--- src/rtl/rsa_pkg.sv ---
// Shared widths and FSM encoding for the RSA byte-serial I/O controller.
package rsa_pkg;

    localparam int unsigned WORD_W = 256;
    localparam int unsigned NBYTES = WORD_W / 8;
    localparam int unsigned CNT_W  = $clog2(NBYTES);

    typedef enum logic [2:0] {
        ST_LOAD_N,
        ST_LOAD_E,
        ST_LOAD_M,
        ST_CHECK,
        ST_START,
        ST_WAIT,
        ST_SEND
    } state_e;

endpackage

--- src/rtl/rsa_byte_packer.sv ---
// WORD_W operand register filled one byte lane at a time.
module rsa_byte_packer
    import rsa_pkg::*;
(
    input  logic              clk_i,
    input  logic              rst_i,
    input  logic              we_i,
    input  logic [CNT_W-1:0]  idx_i,
    input  logic [7:0]        byte_i,
    output logic [WORD_W-1:0] word_o
);

    logic [WORD_W-1:0] word_q, word_d;

    always_comb begin
        word_d = word_q;
        if (we_i) begin
            word_d[{idx_i, 3'b000} +: 8] = byte_i;
        end
    end

    always_ff @(posedge clk_i) begin
        if (rst_i) begin
            word_q <= '0;
        end else begin
            word_q <= word_d;
        end
    end

    assign word_o = word_q;

endmodule

--- src/rtl/rsa_io_ctrl.sv ---
// Byte-serial loader/unloader around the RSA modexp core: gathers N/E/M, starts the core,
// streams the result back out LSB first.
module rsa_io_ctrl
    import rsa_pkg::*;
(
    input  logic              clk,
    input  logic              reset,
    input  logic              in_valid,
    output logic              in_ready,
    input  logic [7:0]        in_data,
    output logic              out_valid,
    input  logic              out_ready,
    output logic [7:0]        out_data,
    input  logic              abort,
    output logic [WORD_W-1:0] core_n,
    output logic [WORD_W-1:0] core_e,
    output logic [WORD_W-1:0] core_m,
    output logic              core_start,
    input  logic              core_done,
    input  logic [WORD_W-1:0] core_result,
    output logic              busy,
    output logic              err_even_mod
);

    state_e            state_q, state_d;
    logic [CNT_W-1:0]  cnt_q, cnt_d;
    logic [WORD_W-1:0] res_q, res_d;
    logic              err_q, err_d;

    logic in_xfer, out_xfer, last_byte;

    assign in_xfer   = in_valid && in_ready;
    assign out_xfer  = out_valid && out_ready;
    assign last_byte = (cnt_q == CNT_W'(NBYTES - 1));

    rsa_byte_packer u_pack_n (
        .clk_i  (clk),
        .rst_i  (reset),
        .we_i   (in_xfer && (state_q == ST_LOAD_N)),
        .idx_i  (cnt_q),
        .byte_i (in_data),
        .word_o (core_n)
    );

    rsa_byte_packer u_pack_e (
        .clk_i  (clk),
        .rst_i  (reset),
        .we_i   (in_xfer && (state_q == ST_LOAD_E)),
        .idx_i  (cnt_q),
        .byte_i (in_data),
        .word_o (core_e)
    );

    rsa_byte_packer u_pack_m (
        .clk_i  (clk),
        .rst_i  (reset),
        .we_i   (in_xfer && (state_q == ST_LOAD_M)),
        .idx_i  (cnt_q),
        .byte_i (in_data),
        .word_o (core_m)
    );

    always_comb begin
        state_d    = state_q;
        cnt_d      = cnt_q;
        res_d      = res_q;
        err_d      = err_q;
        in_ready   = 1'b0;
        out_valid  = 1'b0;
        core_start = 1'b0;
        busy       = 1'b0;

        unique case (state_q)
            ST_LOAD_N, ST_LOAD_E, ST_LOAD_M: begin
                in_ready = !abort;
                if (in_xfer) begin
                    cnt_d = cnt_q + 1'b1;
                    if (state_q == ST_LOAD_N && cnt_q == '0) begin
                        err_d = 1'b0;
                    end
                    if (last_byte) begin
                        unique case (state_q)
                            ST_LOAD_N: state_d = ST_LOAD_E;
                            ST_LOAD_E: state_d = ST_LOAD_M;
                            default:   state_d = ST_CHECK;
                        endcase
                    end
                end
            end
            ST_CHECK: begin
                if (!core_n[0]) begin
                    err_d   = 1'b1;
                    state_d = ST_LOAD_N;
                end else begin
                    state_d = ST_START;
                end
            end
            ST_START: begin
                busy       = 1'b1;
                core_start = !abort;
                state_d    = ST_WAIT;
            end
            ST_WAIT: begin
                busy = 1'b1;
                if (core_done) begin
                    res_d   = core_result;
                    state_d = ST_SEND;
                end
            end
            ST_SEND: begin
                busy      = 1'b1;
                out_valid = !abort;
                if (out_xfer) begin
                    res_d = res_q >> 8;
                    cnt_d = cnt_q + 1'b1;
                    if (last_byte) begin
                        state_d = ST_LOAD_N;
                    end
                end
            end
            default: state_d = ST_LOAD_N;
        endcase

        // Abort overrides any progress made above but leaves operands and the flag alone.
        if (abort) begin
            state_d = ST_LOAD_N;
            cnt_d   = '0;
            res_d   = res_q;
            err_d   = err_q;
        end
    end

    always_ff @(posedge clk) begin
        if (reset) begin
            state_q <= ST_LOAD_N;
            cnt_q   <= '0;
            res_q   <= '0;
            err_q   <= 1'b0;
        end else begin
            state_q <= state_d;
            cnt_q   <= cnt_d;
            res_q   <= res_d;
            err_q   <= err_d;
        end
    end

    assign out_data     = res_q[7:0];
    assign err_even_mod = err_q;

endmodule

--- config.mk ---
export PLATFORM = sky130hd
export DESIGN_NAME = rsa_io_ctrl
export DESIGN_NICKNAME = d
export VERILOG_FILES = /design/src/rtl/rsa_pkg.sv /design/src/rtl/rsa_byte_packer.sv /design/src/rtl/rsa_io_ctrl.sv
export SDC_FILE = /design/constraint.sdc
export NUM_CORES = 2
export LEC_CHECK = 0
export CORE_AREA = 4 4 410 412
export CTS_BUF_LIST = sky130_fd_sc_hd__clkbuf_4
export DETAILED_ROUTE_END_ITERATION = 7
export DIE_AREA = 0 0 414 416
export PLACE_DENSITY = 0.59
export SLEW_MARGIN = 10
export SYNTH_ARGS = -nofsm -noshare
export SYNTH_HDL_FRONTEND = slang
export SYNTH_SLANG_ARGS = --single-unit
--- constraint.sdc ---
create_clock -name clk -period 3.1 [get_ports clk]
set_clock_uncertainty 0.1 [all_clocks]
set_input_delay 0.93 -clock clk [delete_from_list [all_inputs] [get_ports clk]]
set_output_delay 0.93 -clock clk [all_outputs]
set_load 0.01 [all_outputs]
Word level (Yosys, flattened, before mapping)
Cells that the tools add are included.

Add/subtract/negate cells: 2. Equality and inequality tests: 14. Shift-type cells: 2. Multiplexer cells: 25. Bitwise gates (word level): 1. Reduce and logical (&&, ||, !) cells: 19.

Operators with widths (number): $bwmux 256 (3); $mux 256 (2); $pmux 256 s2 (1); $shift 8x10->256 const A (1); $shiftx 8x10->256 (1); $mux 3 (6); $pmux 3 s5 (1); $ne 2x2->1 const B (7); $mux 5 (2); $neg 8->10 (1); $pmux 5 s2 (1); $reduce_and 5->1 (2); $eq 3x3->1 const B (3); $mux 1 (7); $eq 3x2->1 const B (2); $logic_and 1x1->1 (6); $reduce_bool 2->1 (3); $reduce_or 3->1 (2); $add 5x1->5 const B (1); $eq 5x5->1 const B (1); $logic_not 5->1 (1); $pmux 2 s2 (1); $reduce_and 4->1 (1); $eq 3x1->1 const B (1); 6 further kinds (6).

Register bits: 1033. Bits of input ports: 270. Logic and storage cells: 70.

Longest topological paths before layout
Word-level depth: 6. Depth in mapped cells: 14. Gate-level depth less buffers: 9.

Cells and area by module
From an unflattened synthesis, not the netlist that was laid out.

Cell total of the unflattened synthesis: 4507. Area total of the unflattened synthesis: 44326.3 sq um.

Modules (own cells, without submodules): rsa_byte_packer (u_pack_e ...) (times used 2, cells each 1021, area an instance 10466.3 sq um); rsa_io_ctrl (times used 1, cells each 1494, area an instance 12839.8 sq um); rsa_byte_packer (u_pack_n) (times used 1, cells each 971, area an instance 10553.9 sq um).

Worst setup path after synthesis
No wires, ideal clock.

Kind: register -> register. Start: reg cnt_q[0]. End: reg u_pack_e.word_q[187] (netlist: u_pack_e.word_o[187]). Arrival time: 3.017 ns. Required time: 2.872 ns. Path slack: -0.144 ns. Stages on the path, launching flop included: 15. Path buffers: 6. Cell sequence: dfxtp_1 -> buf_2 -> buf_2 -> inv_1 -> ha_1 -> nor3b_1 -> ha_1 -> buf_1 -> or3_1 -> clkbuf_1 -> buf_2 -> buf_2 -> nor2_2 -> mux2i_1 -> nor2_1.

Word-level cells in the longest chain between the ends: 3. Elaborated cells between the ends (all ways): 4. Classes of those cells: add/sub: 1; shift: 2; mux: 1.

Ends and longest elaborated chain: start: declaration (line rsa_io_ctrl.sv:26) `logic [CNT_W-1:0] cnt_q, cnt_d;`; start signal: assignment (line rsa_io_ctrl.sv:141) `cnt_q <= cnt_d;`; $neg 8->10 * (line rsa_byte_packer.sv:18) `word_d[{idx_i, 3'b000} +: 8] = byte_i;`; $shiftx 8x10->256 / $shift 8x10->256 (equally long branches) (line rsa_byte_packer.sv:18); $bwmux 256 * (line rsa_byte_packer.sv:18); end signal: assignment (line rsa_byte_packer.sv:26) `word_q <= word_d;`; end: declaration (line rsa_byte_packer.sv:13) `logic [WORD_W-1:0] word_q, word_d;`.

Mark *: on every way between the ends. The rest lies on a longest branch, timed or not. A chain may end at the register's enable or synchronous reset.

Worst setup path after layout
Start: reg state_q[0]. End: out core_start.

Word-level cells in the longest chain between the ends: 2.

Ends and longest elaborated chain: start: declaration (line rsa_io_ctrl.sv:25) `state_e state_q, state_d;`; start signal: assignment (line rsa_io_ctrl.sv:140) `state_q <= state_d;`; $eq 3x3->1 (line rsa_io_ctrl.sv:73) `unique case (state_q)`; $mux 1 (line rsa_io_ctrl.sv:73); end: declaration (line rsa_io_ctrl.sv:18) `output logic core_start,`.

Every way passes these cells.

==> metrics.yaml <==
run_status:
  status: "finished, violations left"
  violations: "negative setup slack"
drt:
  drc: 0
  drt_iter0_drc: 3018
  num_vias: 39900
  via_per_inst: 4.68
  drt-wirelength-per-cell_um: 22.5
  antenna_left: 0
  routed_wirelength_um: 192000
  drtPass1Iterations: 5
final_layout:
  layout-drive-gt1-share_pct: 22.8
  final_nets: 6396
  regArea_um2: 20800
  multi_input_area_um2: 18800
  nFillCells: 16900
  fin_area_um2: 61100
  areaGrowthSynthToFinish_pct: 50.0
  finalNonFillerCells: 8523
global_route:
  antenna_found_initial: 23
  grt_pass1_wl_um: 274000
  grt_usage_pct: 21.2
  grt_max_degree: 212
  grt_pass1_vias: 39800
  grt_remaining_overflow: 0
synthesis:
  synth-simple-area-share_pct: 23.2
  ys_seq_area_share_pct: 50.8
  synth.net_count: 4835
  synth_xor_xnor_area_share_pct: 0.172
  synthAdderAreaFrac_pct: 0.215
  syn_avg_cell_area_um2: 8.94
  ys_async_sr_fraction_pct: 0
  synth_compound_area_share_pct: 9.72
  synth-seq-cells: 1033
  synth_top_family_by_area: "simple AND/OR/NAND/NOR gates"
  synthMuxAreaShare_pct: 12.4
  synth_ff_type: "dfxtp_1"
  synthesis.area_um2: 40700
  synth_cell_types: 57
  synth-edff-count: 0
  postSynthCellCount: 4558
  ys_warn_count: 0
clock_network:
  worstSkewPairLatency_ns: 1.34
  cts_tree: "done"
  clk_path_buf_depth: 4
  cts.htree.levels: 5
  path_clk_slew_ns: 0.06
  cts.sinks: 1033
  root_buffer: "clkbuf_4"
  numCtsBuffers: 308
pwr:
  power_uw: 27400
  power_density_nw_per_um2: 449
  peakVddDrop_mv: 0.373
  leakage_uw: 0.0243
timing:
  holdWs_ns: 0.140
  setup_ws_ns: -0.253
  maxSlewViolCount: 0
  fin_crit_ns: 3.35
  finalHoldViolCount: 0
  rsz0062_at_grt: "true"
  fin_tns_setup_ns: -0.869
  finalSetupViolations: 4
  fmax_mhz: 298
  max_slew_margin_pct: 10.8
  worstMarginPinSlew_ns: 1.34
  fin_crit_sh_pct: 108
placed_design:
  hpwlAfterDp_um: 142000
  dp.cells: 7792
  globalplace.congestion: 0.875
  port_buffers: 1050
  post_dp_cell_area_um2: 56400
floorplanning:
  fp.dieH_um: 416
  core_area_um2: 164000
  io_pins: 1051
  rows: 149
  dieArea_um2: 172000
  initial_core_util_pct: 24.8
  chipWidth_um: 414
critical_path:
  r2r_end: "u_pack_m.word_o[52]"
  crit_slowest_cell: "nor4_4"
  max_stage_delay_ns: 0.38
  startpoint: "state_q[0]"
  critPathCaptureType: "output port"
  critPathLaunchType: "flip-flop"
  critical_path_required_ns: 2.07
  reg2reg_slack_ns: 0.14
  crit_fanout: 3
  crit_chain: "buf_6 -> nor4_4 -> buf_2"
  reg2reg_from: "cnt_q[1]"
  endpoint: "core_start"
  reg2regPathDepth: 7
  path_class: "reg -> out"
  arrival_ns: 2.32
flow_run:
  max_cap_violations: 0
worst_hold_path:
  hold_class: "in -> reg"
-- metal layers --
metal	share of wire [%]	routed length (um)	track usage [%]
met5	0	0	0
met1	40	77100	25.0
met3	7.5	14500	6.52
met2	48	92300	35.5
met4	4.3	8300	9.71
-- metrics by stage --
step | setup slack (ns) | utilization [%]
final | -0.253 | 37.2
after global routing | -0.479 | 37.2
after detailed placement | -0.867 | 34.3
after floorplan | 0.00525 | -
after CTS | -0.447 | 37.1
after global placement | -0.890 | 34.3
-- sequential cells by signal, indices dropped and copies added (netlist names) --
name / flops
cnt_q: 5
err_even_mod: 1
res_q: 256
state_q: 3
u_pack_e.word_o: 256
u_pack_m.word_o: 256
u_pack_n.word_o: 256
-- worst max-delay path, delay by kind of cell (launching register included) --
kind                   cells  cell delay, ns
and+or+nand+nor            1            0.38
buffers and inverters      2            0.34
DFF                        1            0.32
-- synth_stat cells, types with 4 or more instances --
library cell     n  area share (%)
a21oi_1        266             3.3
a311oi_1       249             5.4
and3_1          12            0.18
buf_1           18            0.17
buf_2           45            0.55
buf_4            9            0.17
clkbuf_1       271             2.5
dfxtp_1       1033              51
ha_1             7            0.21
inv_1            5           0.046
mux2i_1        505              12
nand2_1        976             9.0
nand2b_1       299             4.6
nand3_1         91             1.1
nand3b_1        15            0.28
nand4_1         19            0.29
nand4_2         10            0.31
nand4_4         10            0.52
nor2_1         531             4.9
nor2_2          20            0.31
nor2_4          21            0.58
nor2b_1          5           0.077
nor3_1          13            0.16
nor3_2           5            0.12
nor4_1           4           0.061
o21ai_0         60            0.74
or2_2           11            0.17
or3_1            5           0.077
-- worst min path at each step --
stage,from,endpoint,slack (ns),depth (start not counted)
floorplan,res_q[248],res_q[248],0.33,2
global placement,u_pack_e.word_o[199],u_pack_e.word_o[199],0.34,2
detailed placement,res_q[250],res_q[250],0.34,2
CTS,core_result[202],res_q[202],0.00009,3
global route,core_result[152],res_q[152],-0.02,3
finish,core_result[58],res_q[58],0.14,3
-- cells in the final DEF, fill, tap and decap left out, types with 19 or more instances in the layout --
cell type,n
a21oi_1,265
a311oi_1,249
buf_12,100
buf_2,255
buf_4,256
clkbuf_4,438
clkdlybuf4s15_1,145
clkdlybuf4s15_2,187
clkdlybuf4s50_1,260
clkinv_1,48
dfxtp_1,970
dfxtp_2,55
diode_2,22
dlygate4sd2_1,189
dlygate4sd3_1,198
mux2i_1,505
nand2_1,975
nand2b_1,298
nand3_1,90
nand4_1,19
nor2_1,530
nor2_4,25
o21ai_0,60
-- report_power, final --
| part | internal [uW] | total (uW) | switching (uW) |
|---|---|---|---|
| logic | 658 | 1360 | 707 |
| registers | 13300 | 13300 | 3.55 |
| clock network | 6690 | 12800 | 6090 |
| total | 20600 | 27400 | 6800 |
-- final cells by class --
class,instances,area share [%]
clock inverters,65,0.561
inverters,5,0.0369
multi-input cells,3172,30.7
flip-flops and latches,1033,34.0
repair buffers,1599,24.7
diodes,22,0.0901
clock buffers,438,5.38
well taps,2189,4.48
-- logic make-up after synthesis --
| kind of cell | count (synthesis) |
|---|---|
| fa+ha+maj | 7 |
| simple gates | 2065 |
| mux | 505 |
| flops | 1033 |
| compound gates | 590 |
| xor+xnor | 5 |
| buf+inv | 353 |
-- what timing repair did --
item / in CTS / in global routing
hold endpoints to repair: 273 / 0
gates resized for setup: 2183 / 8
hold buffers: 198 / 0
gates cloned: 0 / 0
pin swaps: 4 / 1
buffers inserted: 8 / 2
endpoints found under the setup margin: 781 / 91
Note: power is estimated with default switching activity, not from simulation.
